[src/rtl/event_q_ctrl_pkg.sv]
// Shared event widths, heap capacity and controller enums for event_q_ctrl.
package event_q_ctrl_pkg;

  localparam int EQ_DW  = 32;               // event width
  localparam int EQ_CW  = EQ_DW;            // timestamp bits used for ordering
  localparam int EQ_HD  = 5;                // heap depth
  localparam int EQ_CAP = (1 << EQ_HD) - 1; // heap capacity in events
  localparam int TS_LSB = 0;                // timestamp field starts at bit 0

  typedef enum logic {
    ST_RUN    = 1'b0,
    ST_SETTLE = 1'b1
  } ctrl_state_e;

  typedef enum logic {
    OP_ENQ = 1'b0,
    OP_DEQ = 1'b1
  } heap_op_e;

endpackage

[src/rtl/event_q_ctrl_arb.sv]
// Round-robin arbiter: grants the first requester after the last granted port.
module rr_arbiter #(
  parameter int N = 4
) (
  input  logic         clk,
  input  logic         rst_n,
  input  logic [N-1:0] req_i,
  input  logic         adv_i,
  output logic [N-1:0] gnt_o
);

  localparam int PW = (N > 1) ? $clog2(N) : 1;

  logic [PW-1:0] ptr_q, ptr_d;
  logic [PW-1:0] idx;
  logic          found;

  always_comb begin
    gnt_o = '0;
    ptr_d = ptr_q;
    found = 1'b0;
    idx   = ptr_q;
    for (int off = 1; off <= N; off++) begin
      idx = PW'((int'(ptr_q) + off) % N);
      if (!found && req_i[idx]) begin
        found      = 1'b1;
        gnt_o[idx] = 1'b1;
        if (adv_i) ptr_d = idx;
      end
    end
  end

  always_ff @(posedge clk or negedge rst_n) begin
    if (!rst_n) ptr_q <= PW'(N - 1);
    else        ptr_q <= ptr_d;
  end

endmodule

[src/rtl/event_q_ctrl.sv]
// Request-side controller for prio_q: arbitrates producers, paces enq/deq, stages the root.
// Optional statistics outputs are built when EQ_STATS_EN is defined.
module event_q_ctrl
  import event_q_ctrl_pkg::*;
#(
  parameter int DW     = EQ_DW,
  parameter int CW     = EQ_CW,
  parameter int HD     = EQ_HD,
  parameter int NPROD  = 4,
  parameter int SETTLE = 1
) (
  input  logic                CLK,
  input  logic                rst_n,
  input  logic [NPROD-1:0]    in_valid,
  input  logic [NPROD*DW-1:0] in_data,
  output logic [NPROD-1:0]    in_ready,
  output logic                out_valid,
  output logic [DW-1:0]       out_data,
  input  logic                out_ready,
  output logic                hq_enq,
  output logic                hq_deq,
  output logic [DW-1:0]       hq_inp_data,
  input  logic [DW-1:0]       hq_out_data,
  input  logic [HD-1:0]       hq_count,
`ifdef EQ_STATS_EN
  output logic [31:0]         stat_enq,
  output logic [31:0]         stat_deq,
  output logic [HD-1:0]       stat_maxocc,
`endif
  output logic                order_err
);

  localparam int            SCW  = (SETTLE > 1) ? $clog2(SETTLE + 1) : 1;
  localparam logic [HD-1:0] FULL = '1;

  ctrl_state_e   state_q, state_d;
  logic [SCW-1:0] settle_q, settle_d;
  heap_op_e      last_op_q, last_op_d;
  logic          out_valid_q, out_valid_d;
  logic [DW-1:0] out_data_q, out_data_d;
  logic [CW-1:0] last_ts_q, last_ts_d;
  logic          order_err_q, order_err_d;

  logic             run, slot_free, deq_ok, enq_ok, do_deq, do_enq;
  logic [NPROD-1:0] arb_req, arb_gnt;
  logic [DW-1:0]    sel_data;

  // Strobes are qualified with rst_n so every output is quiet while reset is held.
  always_comb begin
    run       = rst_n && (state_q == ST_RUN);
    slot_free = !out_valid_q || out_ready;
    deq_ok    = run && (hq_count != '0) && slot_free;
    enq_ok    = run && (hq_count != FULL) && (|in_valid);
    do_deq    = deq_ok && (!enq_ok || (last_op_q == OP_ENQ));
    do_enq    = enq_ok && !do_deq;
    arb_req   = do_enq ? in_valid : '0;
  end

  rr_arbiter #(.N(NPROD)) u_arb (
    .clk   (CLK),
    .rst_n (rst_n),
    .req_i (arb_req),
    .adv_i (do_enq),
    .gnt_o (arb_gnt)
  );

  always_comb begin
    sel_data = '0;
    for (int i = 0; i < NPROD; i++)
      if (arb_gnt[i]) sel_data = in_data[i*DW +: DW];
  end

  always_comb begin
    // NOTE: every target gets a default first so no path can infer a latch.
    state_d     = state_q;
    settle_d    = settle_q;
    last_op_d   = last_op_q;
    out_valid_d = out_valid_q;
    out_data_d  = out_data_q;
    last_ts_d   = last_ts_q;
    order_err_d = order_err_q;

    unique case (state_q)
      ST_RUN: begin
        if (do_deq && (SETTLE > 0)) begin
          state_d  = ST_SETTLE;
          settle_d = SCW'(SETTLE);
        end
      end
      ST_SETTLE: begin
        settle_d = settle_q - 1'b1;
        if (settle_d == '0) state_d = ST_RUN;
      end
    endcase

    if (out_valid_q && out_ready) out_valid_d = 1'b0;

    if (do_deq) begin
      out_valid_d = 1'b1;
      out_data_d  = hq_out_data;
      last_ts_d   = hq_out_data[TS_LSB +: CW];
      last_op_d   = OP_DEQ;
    end

    if (do_enq) begin
      last_op_d = OP_ENQ;
      if (sel_data[TS_LSB +: CW] < last_ts_q) order_err_d = 1'b1;
    end
  end

  always_ff @(posedge CLK or negedge rst_n) begin
    if (!rst_n) begin
      state_q     <= ST_RUN;
      settle_q    <= '0;
      last_op_q   <= OP_DEQ;
      out_valid_q <= 1'b0;
      out_data_q  <= '0;
      last_ts_q   <= '0;
      order_err_q <= 1'b0;
    end else begin
      // NOTE: registered state is updated with non-blocking assignments only.
      state_q     <= state_d;
      settle_q    <= settle_d;
      last_op_q   <= last_op_d;
      out_valid_q <= out_valid_d;
      out_data_q  <= out_data_d;
      last_ts_q   <= last_ts_d;
      order_err_q <= order_err_d;
    end
  end

  assign in_ready    = arb_gnt;
  assign hq_enq      = do_enq;
  assign hq_deq      = do_deq;
  assign hq_inp_data = sel_data;
  assign out_valid   = out_valid_q;
  assign out_data    = out_data_q;
  assign order_err   = order_err_q;

`ifdef EQ_STATS_EN
  logic [31:0]   stat_enq_q, stat_deq_q;
  logic [HD-1:0] stat_maxocc_q;

  always_ff @(posedge CLK or negedge rst_n) begin
    if (!rst_n) begin
      stat_enq_q    <= '0;
      stat_deq_q    <= '0;
      stat_maxocc_q <= '0;
    end else begin
      stat_enq_q <= stat_enq_q + {31'b0, do_enq};
      stat_deq_q <= stat_deq_q + {31'b0, do_deq};
      if (hq_count > stat_maxocc_q) stat_maxocc_q <= hq_count;
    end
  end

  assign stat_enq    = stat_enq_q;
  assign stat_deq    = stat_deq_q;
  assign stat_maxocc = stat_maxocc_q;
`endif

endmodule

[config.mk]
export PLATFORM = sky130hd
export DESIGN_NAME = event_q_ctrl
export DESIGN_NICKNAME = d
export VERILOG_FILES = /design/src/rtl/event_q_ctrl_pkg.sv /design/src/rtl/event_q_ctrl_arb.sv /design/src/rtl/event_q_ctrl.sv
export SDC_FILE = /design/constraint.sdc
export NUM_CORES = 1
export LEC_CHECK = 0
export ABC_CLOCK_PERIOD_IN_PS = 7100
export CAP_MARGIN = 40
export CELL_PAD_IN_SITES_DETAIL_PLACEMENT = 0
export CELL_PAD_IN_SITES_GLOBAL_PLACEMENT = 2
export CORE_ASPECT_RATIO = 2
export CORE_UTILIZATION = 19
export CTS_CLUSTER_DIAMETER = 120
export DETAILED_ROUTE_END_ITERATION = 8
export PLACE_DENSITY_LB_ADDON = 0.1
export SYNTH_ARGS = -nofsm -noshare
export SYNTH_HDL_FRONTEND = slang
export SYNTH_SLANG_ARGS = --single-unit
[constraint.sdc]
create_clock -name CLK -period 7.1 [get_ports CLK]
set_input_delay 1.42 -clock CLK [delete_from_list [all_inputs] [get_ports CLK]]
set_output_delay 1.42 -clock CLK [all_outputs]
set_load 0.01 [all_outputs]
==> report_table.html, run 1 <==
<table>
<tr><th>Metric</th><th>Value</th></tr>
<tr><th colspan="2">Pwr</th></tr>
<tr><td>Max rail drop VDD</td><td>between 0.15 and 0.2 mV</td></tr>
<tr><td>LEAKAGE</td><td>approximately 2.8 nW</td></tr>
<tr><td>PwrDens</td><td>roughly 470 nW/um^2</td></tr>
<tr><th colspan="2">Timing</th></tr>
<tr><td>Maximum clock rate</td><td>0.155 GHz</td></tr>
<tr><td>Count of endpoints failing setup in the final report</td><td>0</td></tr>
<tr><td>Number of pins exceeding their max-slew limit in the final report</td><td>0</td></tr>
<tr><td>Largest clock skew in the final design</td><td>a little under 0.007 ns</td></tr>
<tr><td>Post-layout min period</td><td>roughly 6.5 ns</td></tr>
<tr><td>Final period utilization</td><td>91.1%</td></tr>
<tr><td>Final hold violation count</td><td>0</td></tr>
<tr><td>Setup repair after global routing missed its margin</td><td>false</td></tr>
<tr><td>Worst slew margin relative to its limit</td><td>47.8%</td></tr>
<tr><td>Slew at the pin closest to its max-slew limit</td><td>0.783 ns</td></tr>
<tr><td>Accumulated negative setup slack</td><td>0 ns</td></tr>
<tr><th colspan="2">Global routing</th></tr>
<tr><td>Overall overflow remaining after global route</td><td>0</td></tr>
<tr><td>Global Route Usage Sum</td><td>18.7%</td></tr>
<tr><td>First-pass GRT wire length</td><td>just over 30,000 um</td></tr>
<tr><td>Vias in the first global route</td><td>just over 5,000</td></tr>
<tr><td>Antenna violations before repair</td><td>0</td></tr>
<tr><td>Maximum number of pins on one net before global-route repair</td><td>66</td></tr>
<tr><th colspan="2">Clock tree</th></tr>
<tr><td>Number of setup buffers added after CTS</td><td>0</td></tr>
<tr><td>Clock latency on the worst-skew pair</td><td>just under 0.3 ns</td></tr>
<tr><td>CTS tree</td><td>done</td></tr>
<tr><td>Num Clock Sinks</td><td>39</td></tr>
<tr><td>Clock H-tree levels</td><td>2</td></tr>
<tr><td>Number of hold buffers added after CTS</td><td>0</td></tr>
<tr><td>Clock edge transition at the registers on the reported setup and hold paths</td><td>roughly 0.060 ns</td></tr>
<tr><td>Post_cts resized</td><td>0</td></tr>
<tr><td>Clk root buf</td><td>sky130_fd_sc_hd__clkbuf_16</td></tr>
<tr><td>Clock buffers created by TritonCTS</td><td>5</td></tr>
<tr><td>Maximum clock path buffer count</td><td>2</td></tr>
<tr><th colspan="2">Logic synthesis</th></tr>
<tr><td>Net count of the mapped netlist</td><td>724</td></tr>
<tr><td>Count of state elements after synthesis</td><td>39</td></tr>
<tr><td>EDFF count, synth</td><td>0</td></tr>
<tr><td>Top cell type's share of synthesized area</td><td>22.5%</td></tr>
<tr><td>Post-Syn Instances</td><td>between 500 and 600</td></tr>
<tr><td>Most instantiated flip-flop cell in the synthesis netlist</td><td>sky130_fd_sc_hd__dfrtp_1</td></tr>
<tr><td>Post-Synthesis Mean Instance Area</td><td>7.75 sq um</td></tr>
<tr><td>Top area cells in the synthesized netlist</td><td>sky130_fd_sc_hd__dfrtp_1 22%, sky130_fd_sc_hd__ha_1 11%, sky130_fd_sc_hd__a22o_1 6.8%, sky130_fd_sc_hd__inv_1 6.6%, sky130_fd_sc_hd__nor2_1 6.6%</td></tr>
<tr><td>Yosys warnings</td><td>0</td></tr>
<tr><td>Cell Area, Synth</td><td>between 4000 and 5000 sq um</td></tr>
<tr><td>Proportion of synthesized chip area in sequential cells</td><td>between 20% and 30%</td></tr>
<tr><td>Yosys cell types</td><td>between 50 and 60</td></tr>
<tr><td>Most area-hungry cell type in the Yosys netlist</td><td>sky130_fd_sc_hd__dfrtp_1</td></tr>
<tr><td>Synth async-reset ratio</td><td>100%</td></tr>
<tr><th colspan="2">Routing</th></tr>
<tr><td>Residual DRC</td><td>0</td></tr>
<tr><td>Via/cell ratio</td><td>4.54</td></tr>
<tr><td>Drt first pass iters</td><td>4</td></tr>
<tr><td>Antenna-violating nets left</td><td>0</td></tr>
<tr><td>Wire length after detailed routing</td><td>~20,000 um</td></tr>
<tr><td>DR vias</td><td>4,589</td></tr>
<tr><td>Average routed wire per standard cell</td><td>between 15 and 20 um</td></tr>
<tr><td>DRC marker count from the first detailed-route iteration</td><td>153</td></tr>
<tr><th colspan="2">Flow run</th></tr>
<tr><td>Max-cap viol count</td><td>0</td></tr>
<tr><th colspan="2">Floorplan</th></tr>
<tr><td>Io pins</td><td>approximately 240</td></tr>
<tr><td>Row cnt</td><td>74</td></tr>
<tr><td>Die boundary height</td><td>slightly above 200 um</td></tr>
<tr><td>Starting Density</td><td>19.5%</td></tr>
<tr><td>Die ar.</td><td>~22,000 sq um</td></tr>
<tr><td>Std-Cell Core Area</td><td>between 20,000 and 25,000 sq um</td></tr>
<tr><td>Die span in x</td><td>105 um</td></tr>
<tr><th colspan="2">Worst setup path</th></tr>
<tr><td>Critical path, cell by cell</td><td>clkdlybuf4s50_1 -&gt; mux4_2 -&gt; clkinv_1 -&gt; o2111ai_1 -&gt; o221ai_4 -&gt; buf_4 -&gt; nand3_1 -&gt; o211ai_1 -&gt; a22o_1 -&gt; clkdlybuf4s50_1</td></tr>
<tr><td>Critical Path RT</td><td>5.68 ns</td></tr>
<tr><td>Max stage delay cell, worst path</td><td>sky130_fd_sc_hd__o221ai_4</td></tr>
<tr><td>Worst setup startpoint</td><td>in_valid[2]</td></tr>
<tr><td>Critical path type</td><td>input pin to output pin</td></tr>
<tr><td>Data arrival, critical path</td><td>slightly above 5 ns</td></tr>
<tr><td>Maximum fanout along the worst path</td><td>26</td></tr>
<tr><td>Largest stage delay on the critical path</td><td>0.67 ns</td></tr>
<tr><td>Kind of start point of the critical path</td><td>input pin</td></tr>
<tr><td>Crit-path most repeated cell</td><td>sky130_fd_sc_hd__clkdlybuf4s50_1</td></tr>
<tr><td>Nature of the critical path endpoint</td><td>output pin</td></tr>
<tr><td>Reg2reg start</td><td>u_arb.ptr_q[0]</td></tr>
<tr><td>Count of buffer and inverter cells on the critical path</td><td>4</td></tr>
<tr><td>Crit path max-delay family</td><td>buffers and inverters</td></tr>
<tr><th colspan="2">Placed design</th></tr>
<tr><td>Port-buffer cells</td><td>~240</td></tr>
<tr><td>Half-perimeter wire length of the detailed placement result</td><td>approximately 17,000 um</td></tr>
<tr><td>Final weighted congestion in routability-driven placement</td><td>0.814</td></tr>
<tr><td>Placed inst area</td><td>between 6000 and 7000 sq um</td></tr>
<tr><th colspan="2">Finish</th></tr>
<tr><td>Most frequent cells in the layout</td><td>242 x sky130_fd_sc_hd__clkdlybuf4s50_1, 70 x sky130_fd_sc_hd__inv_1, 70 x sky130_fd_sc_hd__nor2_1</td></tr>
<tr><td>Antenna diode count</td><td>0</td></tr>
<tr><td>Synthesis-to-layout area growth</td><td>70.4%</td></tr>
<tr><td>Nets@finish</td><td>approximately 950</td></tr>
<tr><td>Share of layout cells above drive strength 1</td><td>6.71%</td></tr>
<tr><td>Total non-filler cell area in the finished layout</td><td>6830 sq um</td></tr>
<tr><td>Most common cell after layout, fill and taps aside</td><td>sky130_fd_sc_hd__clkdlybuf4s50_1</td></tr>
<tr><th colspan="2">Run status</th></tr>
<tr><td>Outcome</td><td>finished clean</td></tr>
<tr><th colspan="2">Min path</th></tr>
<tr><td>Class of the tightest hold or removal check</td><td>flop to flop</td></tr>
<tr><td>Hold path startpoint</td><td>settle_q</td></tr>
</table>
-- final timing paths --
check	slack, ns	cells after the start	endpoint
max reg2reg	1.36	16	order_err
max	0.63	10	hq_inp_data[2]
min reg2reg	0.48	1	settle_q
min	0.48	1	settle_q
min in group asynchronous	1.29	2	last_ts_q[12]
max in group asynchronous	5.43	2	last_ts_q[2]
-- cells in the mapped netlist, types with 2 or more instances --
cell and number:
sky130_fd_sc_hd__inv_1 70, sky130_fd_sc_hd__nor2_1 70, sky130_fd_sc_hd__nand3_1 40, sky130_fd_sc_hd__o21ai_0 40
sky130_fd_sc_hd__nand2_1 38, sky130_fd_sc_hd__dfrtp_1 36, sky130_fd_sc_hd__ha_1 35, sky130_fd_sc_hd__o211ai_1 33
sky130_fd_sc_hd__a22o_1 31, sky130_fd_sc_hd__buf_2 14, sky130_fd_sc_hd__a21oi_1 12, sky130_fd_sc_hd__buf_6 8
sky130_fd_sc_hd__nor2b_1 8, sky130_fd_sc_hd__mux2_2 5, sky130_fd_sc_hd__nand4_1 5, sky130_fd_sc_hd__a211oi_1 4
sky130_fd_sc_hd__buf_4 4, sky130_fd_sc_hd__clkbuf_1 4, sky130_fd_sc_hd__mux4_2 4, sky130_fd_sc_hd__nor3_1 4
sky130_fd_sc_hd__o21a_1 4, sky130_fd_sc_hd__a21o_1 3, sky130_fd_sc_hd__buf_1 3, sky130_fd_sc_hd__dfstp_2 3
sky130_fd_sc_hd__inv_2 3, sky130_fd_sc_hd__mux2i_1 2, sky130_fd_sc_hd__nand2b_1 2, sky130_fd_sc_hd__o22ai_1 2
sky130_fd_sc_hd__or4_1 2
-- final cells by class --
| type | instances | area [sq um] |
|---|---|---|
| Clock buffer | 5 | 125 |
| Clock inverter | 3 | 43.8 |
| Fill cell | 2242 | 13700 |
| Inverter | 74 | 278 |
| Multi-Input combinational cell | 371 | 2570 |
| Sequential cell | 39 | 980 |
| Tap cell | 266 | 333 |
| Timing Repair Buffer | 253 | 2500 |
-- power breakdown --
group	switching, W	internal, W
sequential	0.0000826	0.000336
clock	0.0000974	0.000166
combinational	0.00132	0.00118
-- metal layers --
layer | global-route usage [%] | vias up | share of wire (%)
met4 | 3.35 | 0 | 1.3
met2 | 41.3 | 145 | 62
li1 | - | 2275 | -
met5 | 0 | - | 0
met3 | 2.57 | 12 | 3.8
met1 | 17.1 | 2157 | 33
-- flip-flops by register name (all words and copies together), names as in the netlist --
name and count:
last_ts_q 32, out_valid 1, settle_q 1, u_arb.ptr_q 2, state_q 1, order_err 1, last_op_q 1
-- worst register-to-register path: stages (launching register included) --
cell and delay (ns):
sky130_fd_sc_hd__dfstp_2 0.70, sky130_fd_sc_hd__inv_1 0.16, sky130_fd_sc_hd__ha_1 0.49, sky130_fd_sc_hd__mux4_2 0.66
sky130_fd_sc_hd__clkinv_1 0.15, sky130_fd_sc_hd__o2111ai_1 0.18, sky130_fd_sc_hd__o221ai_4 0.67, sky130_fd_sc_hd__o211ai_1 0.17
sky130_fd_sc_hd__a22o_1 0.27, sky130_fd_sc_hd__ha_1 0.32, sky130_fd_sc_hd__nand4_1 0.11, sky130_fd_sc_hd__or4b_4 0.49
sky130_fd_sc_hd__or3_4 0.42, sky130_fd_sc_hd__a2111oi_4 0.34, sky130_fd_sc_hd__nand2_1 0.10, sky130_fd_sc_hd__a2111oi_2 0.28
sky130_fd_sc_hd__a211oi_1 0.08
-- through the flow --
| stage | hold slack, ns | setup slack, ns | total power [W] | cells | utilization [%] |
|---|---|---|---|---|---|
| global placement | 0.457 | 0.563 | 0.00297 | 1003 | 32.4 |
| global route | 0.505 | 0.368 | 0.00348 | 1011 | 33.2 |
| finish | 0.476 | 0.629 | 0.00318 | 1011 | 33.2 |
| detailed placement | 0.470 | 0.546 | 0.00297 | 1003 | 32.4 |
| floorplan | 0.442 | 1.64 | 0.00184 | 517 | - |
| CTS | 0.475 | 0.581 | 0.00326 | 1011 | 33.2 |
-- cells by family after synthesis --
| kind of cell | Yosys count | synth area share (%) |
|---|---|---|
| AO/OA/AOI/OAI | 145 | 27.2 |
| multiplexers | 12 | 4.43 |
| adder cells (fa/ha/maj) | 35 | 10.9 |
| flip-flops | 39 | 24.4 |
| AND/OR/NAND/NOR | 178 | 20.5 |
| buffers and inverters | 107 | 12.3 |
| XOR/XNOR | 1 | 0.219 |
(Power assumes the default switching activity.)
==> run 2: changes to the inputs <==
- ABC_CLOCK_PERIOD_IN_PS: 7100 -> 6800
- clock period: 7.1 -> 6.8 ns (I/O delays scaled with it)
==> run 2 against run 1 <==
  * Wire length down 1.0%
  * Critical endpoint is now hq_inp_data[15]
  * Combinational power up 5%
  * Flip-flop and latch count is the same
==> report_table.html, run 2 (same netlist as run 1, synthesis figures left out) <==
<table>
<tr><th>Metric</th><th>Value</th></tr>
<tr><th colspan="2">Run status</th></tr>
<tr><td>Outcome</td><td>finished clean</td></tr>
<tr><th colspan="2">Clock tree</th></tr>
<tr><td>Clock latency on the worst-skew pair</td><td>0.29 ns</td></tr>
<tr><td>Clock buffers created by TritonCTS</td><td>5</td></tr>
<tr><td>Num Clock Sinks</td><td>39</td></tr>
<tr><td>Clock H-tree levels</td><td>2</td></tr>
<tr><td>Clk root buf</td><td>sky130_fd_sc_hd__clkbuf_16</td></tr>
<tr><td>Number of hold buffers added after CTS</td><td>0</td></tr>
<tr><td>CTS tree</td><td>done</td></tr>
<tr><td>Number of setup buffers added after CTS</td><td>0</td></tr>
<tr><td>Maximum clock path buffer count</td><td>2</td></tr>
<tr><td>Post_cts resized</td><td>0</td></tr>
<tr><td>Clock edge transition at the registers on the reported setup and hold paths</td><td>0.06 ns</td></tr>
<tr><th colspan="2">Routing</th></tr>
<tr><td>Wire length after detailed routing</td><td>19,900 um</td></tr>
<tr><td>Drt first pass iters</td><td>4</td></tr>
<tr><td>DR vias</td><td>approximately 4,600</td></tr>
<tr><td>Average routed wire per standard cell</td><td>about 20 um</td></tr>
<tr><td>Via/cell ratio</td><td>roughly 4.5</td></tr>
<tr><td>Residual DRC</td><td>0</td></tr>
<tr><td>Antenna-violating nets left</td><td>0</td></tr>
<tr><td>DRC marker count from the first detailed-route iteration</td><td>160</td></tr>
<tr><th colspan="2">Pwr</th></tr>
<tr><td>LEAKAGE</td><td>approximately 2.8 nW</td></tr>
<tr><td>Register share of total power</td><td>a little over an eighth</td></tr>
<tr><td>Overall power</td><td>0.00336 W</td></tr>
<tr><td>Combinational Power Share</td><td>slightly below 80%</td></tr>
<tr><td>Clock Power Share</td><td>8.6%</td></tr>
<tr><td>Share of total power consumed by net switching</td><td>47.1%</td></tr>
<tr><td>PwrDens</td><td>~500 nW/um^2</td></tr>
<tr><td>Max rail drop VDD</td><td>0.159 mV</td></tr>
<tr><td>Int Pwr</td><td>around 0.0018 W</td></tr>
<tr><td>Net load switching power</td><td>approximately 0.0016 W</td></tr>
<tr><th colspan="2">Floorplan</th></tr>
<tr><td>Std-Cell Core Area</td><td>roughly 21,000 sq um</td></tr>
<tr><td>Die span in x</td><td>~100 um</td></tr>
<tr><td>Starting Density</td><td>19.5%</td></tr>
<tr><td>Die boundary height</td><td>a little over 200 um</td></tr>
<tr><td>Die ar.</td><td>21,700 sq um</td></tr>
<tr><td>Io pins</td><td>244</td></tr>
<tr><td>Row cnt</td><td>74</td></tr>
<tr><th colspan="2">Worst setup path</th></tr>
<tr><td>Critical path type</td><td>input pin to output pin</td></tr>
<tr><td>Kind of start point of the critical path</td><td>input pin</td></tr>
<tr><td>Data arrival, critical path</td><td>roughly 4.9 ns</td></tr>
<tr><td>Nature of the critical path endpoint</td><td>output pin</td></tr>
<tr><td>Critical Path RT</td><td>roughly 5.4 ns</td></tr>
<tr><td>Maximum fanout along the worst path</td><td>26</td></tr>
<tr><th colspan="2">Timing</th></tr>
<tr><td>Slew at the pin closest to its max-slew limit</td><td>0.604 ns</td></tr>
<tr><td>Largest clock skew in the final design</td><td>approximately 0.0024 ns</td></tr>
<tr><td>Final period utilization</td><td>92.2%</td></tr>
<tr><td>Minimum setup slack in the final design</td><td>0.532 ns</td></tr>
<tr><td>Number of pins exceeding their max-slew limit in the final report</td><td>0</td></tr>
<tr><td>Accumulated negative setup slack</td><td>0 ns</td></tr>
<tr><td>Setup repair after global routing missed its margin</td><td>false</td></tr>
<tr><td>Maximum clock rate</td><td>0.160 GHz</td></tr>
<tr><td>Count of endpoints failing setup in the final report</td><td>0</td></tr>
<tr><td>Post-layout min period</td><td>about 6.3 ns</td></tr>
<tr><td>Final hold violation count</td><td>0</td></tr>
<tr><td>Worst slew margin relative to its limit</td><td>59.7%</td></tr>
<tr><th colspan="2">Placed design</th></tr>
<tr><td>Port-buffer cells</td><td>243</td></tr>
<tr><td>Final weighted congestion in routability-driven placement</td><td>a little under 0.8</td></tr>
<tr><td>Half-perimeter wire length of the detailed placement result</td><td>~17,000 um</td></tr>
<tr><td>Placed Instances</td><td>1,002</td></tr>
<tr><td>Pre-CTS worst setup slack</td><td>a little over 0.4 ns</td></tr>
<tr><th colspan="2">Finish</th></tr>
<tr><td>Nets@finish</td><td>950</td></tr>
<tr><td>Top Registers</td><td>last_ts_q (32), u_arb.ptr_q (2)</td></tr>
<tr><td>Most frequent cells in the layout</td><td>242 x sky130_fd_sc_hd__clkdlybuf4s50_1, 70 x sky130_fd_sc_hd__inv_1, 70 x sky130_fd_sc_hd__nor2_1</td></tr>
<tr><td>Share of layout cells above drive strength 1</td><td>6.59%</td></tr>
<tr><td>Flip-flop count of the largest register, all copies and words added</td><td>32</td></tr>
<tr><td>Most common cell after layout, fill and taps aside</td><td>sky130_fd_sc_hd__clkdlybuf4s50_1</td></tr>
<tr><td>Number of cells in the finished layout apart from fillers</td><td>1,010</td></tr>
<tr><td>Synthesis-to-layout area growth</td><td>71.1%</td></tr>
<tr><td>Biggest register</td><td>last_ts_q</td></tr>
<tr><td>Antenna diode count</td><td>0</td></tr>
<tr><th colspan="2">Global routing</th></tr>
<tr><td>Global Route Usage Sum</td><td>~18%</td></tr>
<tr><td>First-pass GRT wire length</td><td>between 20,000 and 30,000 um</td></tr>
<tr><td>Maximum number of pins on one net before global-route repair</td><td>67</td></tr>
<tr><td>Vias in the first global route</td><td>just under 5,000</td></tr>
<tr><td>Overall overflow remaining after global route</td><td>0</td></tr>
<tr><td>Antenna violations before repair</td><td>0</td></tr>
<tr><th colspan="2">Flow run</th></tr>
<tr><td>Max-cap viol count</td><td>0</td></tr>
<tr><th colspan="2">Min path</th></tr>
<tr><td>Class of the tightest hold or removal check</td><td>flop to flop</td></tr>
</table>
==> run 2: cell type report <==
class | count | area, sq um
Clock inverter | 2 | 38.8
Timing Repair Buffer | 252 | 2520
Multi-Input combinational cell | 371 | 2570
Inverter | 74 | 278
Tap cell | 266 | 333
Clock buffer | 6 | 139
Fill cell | 2240 | 13700
Sequential cell | 39 | 980
==> run 2: final timing paths <==
kind	slack (ns)	endpoint	startpoint	cells past startpoint
max	0.53	hq_inp_data[15]	in_valid[2]	10
min	0.48	settle_q	settle_q	1
max reg2reg	1.01	order_err	u_arb.ptr_q[0]	17
min reg2reg	0.48	settle_q	settle_q	1
max in group asynchronous	5.19	u_arb.ptr_q[0]	rst_n	2
min in group asynchronous	1.22	last_ts_q[14]	rst_n	2
==> run 2: worst max-delay path: stages <==
cell and delay, ns:
sky130_fd_sc_hd__clkdlybuf4s50_1 0.54, sky130_fd_sc_hd__mux4_2 0.64, sky130_fd_sc_hd__clkinv_1 0.16, sky130_fd_sc_hd__o2111ai_1 0.19
sky130_fd_sc_hd__o221ai_4 0.52, sky130_fd_sc_hd__buf_4 0.38, sky130_fd_sc_hd__nand3_1 0.11, sky130_fd_sc_hd__o211ai_1 0.14
sky130_fd_sc_hd__a22o_1 0.28, sky130_fd_sc_hd__clkdlybuf4s50_1 0.57
==> run 2: routing by layer <==
layer	global-route usage, %	wire length [um]	up-vias
met5	0	0	-
met4	3.93	342	0
met3	2.79	837	14
met2	40.6	12500	131
met1	15.5	6290	2165
li1	-	-	2268
==> run 2: per-stage QoR <==
step,util [%],area (sq um),hold WS (ns)
3_3_place_gp,32.5,6680,0.457
2_1_floorplan,-,4010,0.442
3_5_place_dp,32.5,6680,0.469
5_1_grt,33.4,6860,0.490
6_report,33.4,6860,0.480
4_1_cts,33.4,6860,0.477
==> run 2: power by group through the flow <==
stage / logic (W) / clock network, W / registers [W]
finish: 0.00263 / 0.000288 / 0.000437
global placement: 0.00267 / 0 / 0.000440
global route: 0.00290 / 0.000307 / 0.000455
CTS: 0.00269 / 0.000296 / 0.000439
detailed placement: 0.00268 / 0 / 0.000441
floorplan: 0.00146 / 0 / 0.000461
==> run 3: changes to the inputs <==
- CAP_MARGIN: 40 -> default
- SLEW_MARGIN: default -> 20
- TNS_END_PERCENT: default -> 20
==> results of run 3 <==
Final layout, timing and power as in run 2 (identical DEF).
